### config.mk
export PLATFORM = sky130hd
export DESIGN_NAME = hazard_ctrl
export DESIGN_NICKNAME = d
export VERILOG_FILES = /design/src/rtl/hazard_ctrl.sv
export SDC_FILE = /design/constraint.sdc
export NUM_CORES = 1
export LEC_CHECK = 0
export ABC_AREA = 1
export BUFFER_PORTS_ARGS = -buffer_cell sky130_fd_sc_hd__buf_2
export CORE_MARGIN = 1
export CORE_UTILIZATION = 53
export DETAILED_ROUTE_END_ITERATION = 12
export PLACE_DENSITY = 0.82
export SYNTH_ARGS = -nofsm -noshare
export SYNTH_HDL_FRONTEND = slang
export SYNTH_SLANG_ARGS = --single-unit
### constraint.sdc
create_clock -name clk -period 1.7 [get_ports clk]
set_input_delay 0.17 -clock clk [delete_from_list [all_inputs] [get_ports clk]]
set_output_delay 0.17 -clock clk [all_outputs]
set_load 0.005 [all_outputs]
### src/rtl/hazard_ctrl.sv
// hazard_ctrl: pipeline hazard controller for a 5-stage in-order core.
// Tracks shadow copies of the instructions in EX, MEM and WB and decides,
// for the instruction sitting in ID, whether to stall, flush or forward.
//
// Ports
//   clk, reset            : single clock, synchronous active-high reset
//   id_valid              : ID holds a real instruction
//   id_src_a/b, *_en      : ID source registers and read enables
//   id_dst, id_dst_en     : ID destination register and write enable
//   id_is_load            : ID instruction is a load
//   ex_branch_taken       : branch resolved taken in EX this cycle
//   hazard                : hold PC and IF/ID (combinational)
//   ex_bubble             : force NOP into ID/EX (combinational)
//   flush                 : squash IF/ID (combinational)
//   fwd_a_sel, fwd_b_sel  : EX operand source 00 regfile, 01 MEM, 10 WB
//   stall_cnt             : saturating count of stalled cycles
module hazard_ctrl #(
  parameter bit          FWD_EN = 1'b0,
  parameter int unsigned CNT_W  = 16
) (
  input  logic             clk,
  input  logic             reset,
  input  logic             id_valid,
  input  logic [4:0]       id_src_a,
  input  logic [4:0]       id_src_b,
  input  logic             id_src_a_en,
  input  logic             id_src_b_en,
  input  logic [4:0]       id_dst,
  input  logic             id_dst_en,
  input  logic             id_is_load,
  input  logic             ex_branch_taken,
  output logic             hazard,
  output logic             ex_bubble,
  output logic             flush,
  output logic [1:0]       fwd_a_sel,
  output logic [1:0]       fwd_b_sel,
  output logic [CNT_W-1:0] stall_cnt
);

  localparam int unsigned REG_W = 5;

  localparam logic [1:0] SEL_RF  = 2'b00;
  localparam logic [1:0] SEL_MEM = 2'b01;
  localparam logic [1:0] SEL_WB  = 2'b10;

  typedef struct packed {
    logic             valid;
    logic [REG_W-1:0] dst;
    logic             dst_en;
    logic             is_load;
    logic [REG_W-1:0] src_a;
    logic [REG_W-1:0] src_b;
    logic             src_a_en;
    logic             src_b_en;
  } entry_t;

  entry_t ex_q, mem_q, wb_q;
  entry_t id_c;

  // An enabled, non-zero source that a valid writing entry produces
  function automatic logic hit(input logic             valid,
                               input logic [REG_W-1:0] dst,
                               input logic             dst_en,
                               input logic [REG_W-1:0] src,
                               input logic             src_en);
    return valid & dst_en & src_en & (src != '0) & (dst == src);
  endfunction

  function automatic logic [1:0] pick(input logic mem_hit, input logic wb_hit);
    if (mem_hit)     return SEL_MEM;
    else if (wb_hit) return SEL_WB;
    else             return SEL_RF;
  endfunction

  logic a_ex, b_ex, a_mem, b_mem;
  logic raw_nofwd, raw_fwd, raw_stall;
  logic a_fwd_mem, a_fwd_wb, b_fwd_mem, b_fwd_wb;

  // ID source matches against the older in-flight instructions
  assign a_ex  = hit(ex_q.valid,  ex_q.dst,  ex_q.dst_en,  id_src_a, id_src_a_en);
  assign b_ex  = hit(ex_q.valid,  ex_q.dst,  ex_q.dst_en,  id_src_b, id_src_b_en);
  assign a_mem = hit(mem_q.valid, mem_q.dst, mem_q.dst_en, id_src_a, id_src_a_en);
  assign b_mem = hit(mem_q.valid, mem_q.dst, mem_q.dst_en, id_src_b, id_src_b_en);

  // Without forwarding WB is covered by regfile write-through
  assign raw_nofwd = id_valid & (a_ex | b_ex | a_mem | b_mem);
  // With forwarding only a load result still in EX is unavailable
  assign raw_fwd   = id_valid & ex_q.is_load & (a_ex | b_ex);
  assign raw_stall = FWD_EN ? raw_fwd : raw_nofwd;

  // EX operands looked up against MEM and WB; a bubble in EX reads nothing
  assign a_fwd_mem = ex_q.valid & hit(mem_q.valid, mem_q.dst, mem_q.dst_en, ex_q.src_a, ex_q.src_a_en);
  assign a_fwd_wb  = ex_q.valid & hit(wb_q.valid,  wb_q.dst,  wb_q.dst_en,  ex_q.src_a, ex_q.src_a_en);
  assign b_fwd_mem = ex_q.valid & hit(mem_q.valid, mem_q.dst, mem_q.dst_en, ex_q.src_b, ex_q.src_b_en);
  assign b_fwd_wb  = ex_q.valid & hit(wb_q.valid,  wb_q.dst,  wb_q.dst_en,  ex_q.src_b, ex_q.src_b_en);

  // Control outputs; a taken branch discards the ID instruction so it never stalls
  always_comb begin
    hazard    = 1'b0;
    flush     = 1'b0;
    ex_bubble = 1'b0;
    fwd_a_sel = SEL_RF;
    fwd_b_sel = SEL_RF;
    if (!reset) begin
      hazard    = raw_stall & ~ex_branch_taken;
      flush     = ex_branch_taken;
      ex_bubble = (raw_stall & ~ex_branch_taken) | ex_branch_taken;
      if (FWD_EN) begin
        fwd_a_sel = pick(a_fwd_mem, a_fwd_wb);
        fwd_b_sel = pick(b_fwd_mem, b_fwd_wb);
      end
    end
  end

  // Next EX entry: ID fields, invalidated when a bubble is inserted
  always_comb begin
    id_c          = '0;
    id_c.valid    = id_valid & ~ex_bubble;
    id_c.dst      = id_dst;
    id_c.dst_en   = id_dst_en;
    id_c.is_load  = id_is_load;
    id_c.src_a    = id_src_a;
    id_c.src_b    = id_src_b;
    id_c.src_a_en = id_src_a_en;
    id_c.src_b_en = id_src_b_en;
  end

  // Shadow pipeline advance and saturating stall counter
  always_ff @(posedge clk) begin
    if (reset) begin
      ex_q      <= '0;
      mem_q     <= '0;
      wb_q      <= '0;
      stall_cnt <= '0;
    end else begin
      wb_q  <= mem_q;
      mem_q <= ex_q;
      ex_q  <= id_c;
      if (hazard && (stall_cnt != '1)) begin
        stall_cnt <= stall_cnt + CNT_W'(1);
      end
    end
  end

  // Older-stage fields carried in full for debug visibility only
  logic unused_shadow;
  assign unused_shadow = ^{mem_q.is_load, mem_q.src_a, mem_q.src_b,
                           mem_q.src_a_en, mem_q.src_b_en,
                           wb_q.is_load, wb_q.src_a, wb_q.src_b,
                           wb_q.src_a_en, wb_q.src_b_en};

endmodule

Word level (Yosys, flattened, before mapping)
Index checks and enable logic that the tools add are counted.
{ "word_totals": {"reg_bits": 30, "latch_bits": 0, "mem_bits_rw": 0, "romBits": 0, "in_bits": 23, "out_inout_bits": 23, "elab_cells": 42, "memories": 0} }
{ "classes": {"n_addsub": 1, "multipliers": 0, "n_div": 0, "magnitude_cmp": 0, "n_eq_ne": 5, "shift": 0, "mux": 3, "bitwise": 23, "reduce_logical": 3} }
{ "op_table": {"columns": ["cell", "n"], "rows": [
  ["5-bit == test", 4],
  ["1-bit AND", 17],
  ["16-bit by 1-bit adder with 16-bit output (second input constant)", 1],
  ["16-bit inequality test (second input constant)", 1],
  ["5-bit nonzero test", 2],
  ["1-bit OR", 4],
  ["1-bit 2-to-1 mux", 3],
  ["1-bit NOT", 2],
  ["1-bit logical AND", 1]
]} }

Logic depth before layout (Yosys ltp)
Gate-level depths: netlist of run 1.
{ "logic_depth": {"word_depth": 13, "ltp_mapped": 13, "mapped_depth_nobuf": 13} }

Worst setup path before layout of run 1
Ideal clock, no wire load.
{ "synth_path": {"path_type": "register to register", "startpoint": "register stall_cnt[1]", "endpoint": "register stall_cnt[14]", "setup_time_ns": 0.113, "arrival_time_ns": 1.365, "required_ns": 1.587, "setup_slack_ns": 0.222, "path_stages_with_launch": 11, "path_cell_list": "dfxtp_1 -> ha_1 -> nand2_1 -> nor2_2 -> nand4_1 -> nand2_1 -> nor2_1 -> nand4_1 -> nand2_1 -> nand2_1 -> nor2_1"} }
{ "synth_via": {"elab_chain_len": 2, "word_cells_on_any_way": 3, "classes_between": "1 x add/sub; 1 x eq/ne; 1 x reduce/logical"} }
{ "synth_rtl": {"columns": ["element", "line", "rtl"], "rows": [
  ["start: declaration", "37", "output logic [CNT_W-1:0] stall_cnt"],
  ["start signal: assignment", "140", "stall_cnt <= stall_cnt + CNT_W'(1);"],
  ["parallel branches: the longest is 2 deep, another holds 16-bit by 1-bit adder with 16-bit output", null, null]
]} }
Several ways; the timed one is not identified.
A chain may end at the register's enable or synchronous reset.

Worst setup path in the final report of run 1
{ "layout_path": {"startpoint": "register ex_q[17] (netlist bit)", "endpoint": "output hazard"} }
{ "layout_via": {"elab_chain_len": 8, "word_cells_on_any_way": 10, "classes_between": "2 x eq/ne; 1 x mux; 7 x bitwise"} }
{ "layout_rtl": {"columns": ["element", "line", "rtl"], "rows": [
  ["start: declaration", "57", "entry_t ex_q, mem_q, wb_q;"],
  ["start signal: assignment", "138", "ex_q <= id_c;"],
  ["5-bit == test", "66", "return valid & dst_en & src_en & (src != '0) & (dst == src);"],
  ["1-bit AND", "66", null],
  ["1-bit OR *", null, null],
  ["1-bit OR * (2 in series)", "86", "assign raw_nofwd = id_valid & (a_ex | b_ex | a_mem | b_mem);"],
  ["1-bit AND *", "86", null],
  ["1-bit AND *", "105", "hazard = raw_stall & ~ex_branch_taken;"],
  ["1-bit 2-to-1 mux *", "104", "if (!reset) begin"],
  ["end: declaration", "32", "output logic hazard,"]
]} }
Every way passes the cells marked *; elsewhere a longest branch is shown, timed or not.

==> impl_metrics.tcl, run 1 <==
set metrics [dict create \
    design.die.area_mm2 0.003910 \
    muxShareOfSynthArea 0 \
    synth_simple_gate_area_frac 0.4536 \
    fin_cells 441 \
    cap_violations 0 \
    clock_skew_ns 0.01240 \
    n_antenna_cell 0 \
    clk_pin_slew_worst_paths_ns 0.10 \
    post-place-ws_ns 0.08625 \
    critPathCaptureType "output port" \
    drc 0 \
    grt_max_degree 27 \
    layout_common_cells "nand2_1 (102), inv_1 (60), nor2_1 (57)" \
    ctsLongestPathBuffers 2 \
    final_common_cell "nand2_1" \
    die_width_um 62.53 \
    die_y_um 62.53 \
    synth_top_family_by_area "simple AND/OR/NAND/NOR gates" \
    grt.overflow.total 0 \
    ys_types 23 \
    maxSlewHeadroom 0.6529 \
    drtPass1Iterations 4 \
    core.rowCount 21 \
    ioPinCount 46 \
    synth_seq_cells 30 \
    root_buffer "clkbuf_4" \
    setup_viol 1 \
    outcome "finished with violations" \
    wirelength_mm 4.324 \
    synth_compound_area_frac 0.05026 \
    period_share 1.005 \
    cts_htree_levels 2 \
    synthAdderAreaFrac 0.006443 \
    hpwlAfterDp_mm 3.187 \
    p_per_area_mw_per_mm2 558.5 \
    vias_per_cell 4.705 \
    critical_path_class "flip-flop to output port" \
    grt_pass1_vias 1853 \
    port_buffers 40 \
    post_dp_cell_area_mm2 0.002215 \
    synth_cells 337 \
    final_max_slew_viol_count 0 \
    synth_edf_count 0 \
    gp_congestion 0.8602 \
    final_area_mm2 0.002421 \
    hold_class "primary input to flip-flop" \
    hold_viol_final 0 \
    ant_nets 0 \
    cts_tree "yes" \
    num_vias 2075 \
    insertion_delay_ns 0.34 \
    cts_buffers 5 \
    drtIter0Drc 106 \
    wl_per_cell_um 9.805 \
    start_kind "flip-flop" \
    antenna_found_initial 0 \
    num-fill-cells 325 \
    initial_core_util 0.5685 \
    fin_ws_ns -0.008137 \
    cp_max_fo 3 \
    failed_checks "setup timing" \
    yosysWarnings 0 \
    synthXorXnorAreaFrac 0.004510 \
    grt_use_total 0.2345 \
    syn_to_final_growth_pct 24.68 \
    synth_ff_type "dfxtp_1" \
    dp.cells 425 \
    core_area_mm2 0.003416 \
    grt_pass1_wl_mm 7.396 \
    syn-cell-area_mm2 0.001942 \
    layout_min_cycle_time_ns 1.708 \
    leakagePower_nw 1.349 \
    timing.fmax_mhz 585.4 \
    vdd_drop_max_mv 0.5693 \
    hold_buffers 0 \
    drive_gt1_frac 0.2835 \
    required_ns 1.53 \
    ys_seq_area_frac 0.3093 \
    whs_ns 0.01629 \
    fin_nets 418 \
    cts_sinks 30 \
    rsz0062_at_grt "yes" \
    syn_area_per_cell_um2 5.762 \
    critical_path_arrival_ns 1.54 \
    async_reset_ff_frac 0 \
    tightest_slew_ns 0.5188 \
]
## final timing paths
| check | start | endpoint | slack (ns) | cells past startpoint |
|---|---|---|---|---|
| min | id_dst[4] | ex_q[18]$_SDFF_PP0_ | 0.02 | 3 |
| min reg2reg | ex_q[19]$_SDFF_PP0_ | mem_q[19]$_SDFF_PP0_ | 0.43 | 2 |
| max | ex_q[17]$_SDFF_PP0_ | hazard | -0.008 | 11 |
| max reg2reg | ex_q[17]$_SDFF_PP0_ | stall_cnt[2]$_SDFFE_PP0P_ | 0.04 | 16 |
## sequential cells by signal, indices dropped and copies added, names as in the netlist
name       count
ex_q           7
mem_q          7
stall_cnt     16
## cells by family (layout without fill, tap and decap cells)
kind of cell,after synthesis,after routing
buffers and inverters,83,138
and+or+nand+nor,207,207
adders and majority gates,1,1
other,1,4
xor gates and xnor gates,1,1
DFF,30,30
AOI/OAI and AO/OA,14,14
## layer usage
layer	share of wire	track usage
met2	0.49	0.4226
met3	0.053	0.05839
met1	0.44	0.2576
met5	0	0
met4	0.016	0.1017
## power breakdown
part | switching [mW] | internal [mW]
Combinational | 0.103 | 0.0694
Sequential | 0.0112 | 0.718
Clock | 0.250 | 0.200
## Yosys cell counts (2+ instances only)
cell type	n	area, um2
nor2_2	4	25.02
nand4_2	2	25.02
inv_2	6	22.52
nand3_1	7	35.03
o21bai_1	10	75.07
nand2_1	108	405.4
clkbuf_1	2	7.510
buf_2	3	15.01
nand3_2	2	20.02
nand4_1	19	118.9
dfxtp_1	30	600.6
a21oi_1	2	10.01
inv_1	66	247.7
buf_4	4	30.03
nor2_1	64	240.2
## worst max-delay path: stages, from the launching register on
cell	delay [ns]
dfxtp_2	0.35
inv_2	0.05
nand2_1	0.05
nand2_1	0.05
nor2_1	0.11
nand2_1	0.07
nor2_2	0.12
nor2_2	0.06
nand2_4	0.08
nand2_4	0.07
nor2_4	0.10
buf_2	0.11
## per-stage QoR
step | util | TNS (ns) | total power [mW]
2_1_floorplan | - | 0 | 0.8485
3_3_place_gp | 0.6484 | 0 | 0.8984
3_5_place_dp | 0.6484 | 0 | 0.9022
4_1_cts | 0.6850 | -0.09771 | 1.354
5_1_grt | 0.7088 | -1.234 | 1.425
6_report | 0.7088 | -0.008137 | 1.352
## timing repair
| item | 4_1_cts | 5_1_grt |
|---|---|---|
| setup buffers | 5 | 3 |
| gates resized for setup | 16 | 24 |
| cloned | 0 | 0 |
| setup endpoints to repair | 2 | 18 |
| pin swaps | 7 | 12 |
## cell type report
type	count	area, um2	share of cell area
Multi-Input combinational cell	227	1084	0.4475
Inverter	73	274.0	0.1132
Clock buffer	7	55.05	0.02274
Timing Repair Buffer	57	327.8	0.1354
Sequential cell	30	618.1	0.2553
Clock inverter	1	5.005	0.002067
Tap cell	46	57.56	0.02377
No activity file was read; power rests on OpenSTA's default activity.
==> run 2, diff against run 1 <==
Settings changed: REMOVE_ABC_BUFFERS from default to 1.
==> impl_metrics.tcl, run 2 (synthesis results as in run 1) <==
set metrics [dict create \
    outcome "finished with violations" \
    failed_checks "setup timing" \
    cts_htree_levels 2 \
    largest-register "stall_cnt" \
    drtIter0Drc 124 \
    comb_power_share 0.113 \
    grt_use_total 0.2392 \
    cpPeakStageDelay_ns 0.36 \
    fin_nets 413 \
    n_antenna_cell 0 \
    grt_max_degree 27 \
    hpwlAfterDp_mm 3.118 \
    critical_path_arrival_ns 1.55 \
    finalPower_mw 1.460 \
    syn_to_final_growth_pct 22.75 \
    hold_path_end "ex_q[15]$_SDFF_PP0_" \
    internal_power_mw 1.089 \
    hold_buffers 0 \
    cts_sinks 30 \
    grt_pass1_vias 1880 \
    core.rowCount 21 \
    min_from "id_dst[1]" \
    period_share 1.011 \
    num_vias 2085 \
    slowest_stage "dfxtp_2" \
    cp_max_fo 3 \
    drc 0 \
    hold_viol_final 0 \
    grt_pass1_wl_mm 7.590 \
    grt.overflow.total 0 \
    ant_nets 0 \
    final_max_slew_viol_count 0 \
    clock_skew_ns 0.01053 \
    wirelength_mm 4.249 \
    cts_buffers 5 \
    antenna_found_initial 0 \
    largest_reg_flops 16 \
    wl_per_cell_um 9.745 \
    required_ns 1.53 \
    start_kind "flip-flop" \
    ioPinCount 46 \
    multi_input_area_mm2 0.001062 \
    cts_tree "yes" \
    p_per_area_mw_per_mm2 612.5 \
    hold_class "primary input to flip-flop" \
    p_sw_frac 0.2543 \
    layout_min_cycle_time_ns 1.718 \
    timing.fmax_mhz 582.0 \
    p_clk_frac 0.387 \
    finalSetupTns_ns -0.03528 \
    crit_family "simple AND/OR/NAND/NOR gates" \
    die_y_um 62.53 \
    seqCellArea_um2 618.1 \
    final_common_cell "nand2_1" \
    gp_congestion 0.8420 \
    drtPass1Iterations 4 \
    rrSetupSlack_ns 0.06 \
    critical_path_class "flip-flop to output port" \
    utilization 0.6978 \
    ctsLongestPathBuffers 2 \
    vdd_drop_max_mv 0.4043 \
    drive_gt1_frac 0.2795 \
    design.die.area_mm2 0.003910 \
    initial_core_util 0.5685 \
    r2r_start "ex_q[15]$_SDFF_PP0_" \
    cap_violations 0 \
    num-fill-cells 329 \
    layout_common_cells "nand2_1 (106), inv_1 (57), nor2_1 (56)" \
    reg2reg_to "stall_cnt[7]$_SDFFE_PP0P_" \
    p_sw_uw 371.2 \
    root_buffer "clkbuf_4" \
    rsz0062_at_grt "yes" \
    rr_worst_depth 13 \
    critPathCaptureType "output port" \
    post-place-ws_ns 0.1321 \
    leakagePower_nw 1.316 \
    fin_ws_ns -0.01832 \
    critPathBufInv 2 \
    cpMostUsedCell "nand2_1" \
    vias_per_cell 4.782 \
    setup_viol 2 \
    die_width_um 62.53 \
    insertion_delay_ns 0.33 \
    core_area_mm2 0.003416 \
    clk_pin_slew_worst_paths_ns 0.10 \
    power_frac_seq 0.501 \
    whs_path_depth 3 \
    top_regs "stall_cnt (16), ex_q (7), mem_q (7)" \
    port_buffers 40 \
    worstPathCellList "inv_2 -> nand2_1 -> nand2_1 -> nor2_1 -> nand2_1 -> nor2_2 -> nor2_2 -> nand2_4 -> nand2_4 -> o21ai_1 -> buf_2" \
]
==> run 2: cell types whose count changed in the layout (fill, tap and decap cells not counted), sizes merged <==
cell,delta
bufinv,+1
clkinv,+1
buf,-5
clkbuf,-2
==> run 2: power groups by stage <==
stage | Sequential [mW] | Combinational, mW | Clock, mW
2_1_floorplan | 0.741 | 0.0915 | 0
3_3_place_gp | 0.743 | 0.156 | 0
3_5_place_dp | 0.743 | 0.159 | 0
4_1_cts | 0.731 | 0.162 | 0.575
5_1_grt | 0.733 | 0.192 | 0.611
6_report | 0.731 | 0.165 | 0.564
==> run 2: tightest hold or removal path, stage by stage <==
cell and delay [ns]:
buf_2 0.09, inv_1 0.04, nor2_1 0.03
==> run 2: layer usage <==
metal	vias to the layer above	track usage	wire (um)
met1	906	0.3020	1911
met2	65	0.3995	2007
li1	1106	-	-
met3	8	0.04927	253
met4	0	0.08721	77
met5	-	0	0
==> run 2: area by class of cell <==
cell class                      count  area share
Clock buffer                        5     0.01575
Clock inverter                      3     0.01680
Inverter                           73      0.1150
Multi-Input combinational cell    227      0.4457
Sequential cell                    30      0.2593
Tap cell                           46     0.02415
Timing Repair Buffer               52      0.1234
==> run 2: metrics by stage <==
step | hold slack, ns | instance area (um2) | instances
2_1_floorplan | 0.2412 | 1889 | 330
3_3_place_gp | 0.3691 | 2215 | 425
3_5_place_dp | 0.3795 | 2215 | 425
4_1_cts | 0.01137 | 2328 | 434
5_1_grt | 0.006927 | 2384 | 436
6_report | 0.02613 | 2384 | 436
==> run 2: what timing repair did <==
action | CTS | global route
endpoints found under the setup margin | 2 | 18
buffers inserted | 1 | 2
pin swaps | 9 | 13
resized for setup | 24 | 16
==> run 2: worst max-delay path by stage <==
stage / from / endpoint / slack [ns] / depth (start not counted)
finish: ex_q[15]$_SDFF_PP0_ / ex_bubble / -0.02 / 11
global route: ex_q[14]$_SDFF_PP0_ / ex_bubble / -0.14 / 11
CTS: mem_q[14]$_SDFF_PP0_ / hazard / -0.03 / 11
detailed placement: stall_cnt[2]$_SDFFE_PP0P_ / stall_cnt[13]$_SDFFE_PP0P_ / 0.13 / 9
global placement: stall_cnt[0]$_SDFFE_PP0P_ / stall_cnt[14]$_SDFFE_PP0P_ / 0.14 / 10
floorplan: stall_cnt[1]$_SDFFE_PP0P_ / stall_cnt[14]$_SDFFE_PP0P_ / 0.21 / 10
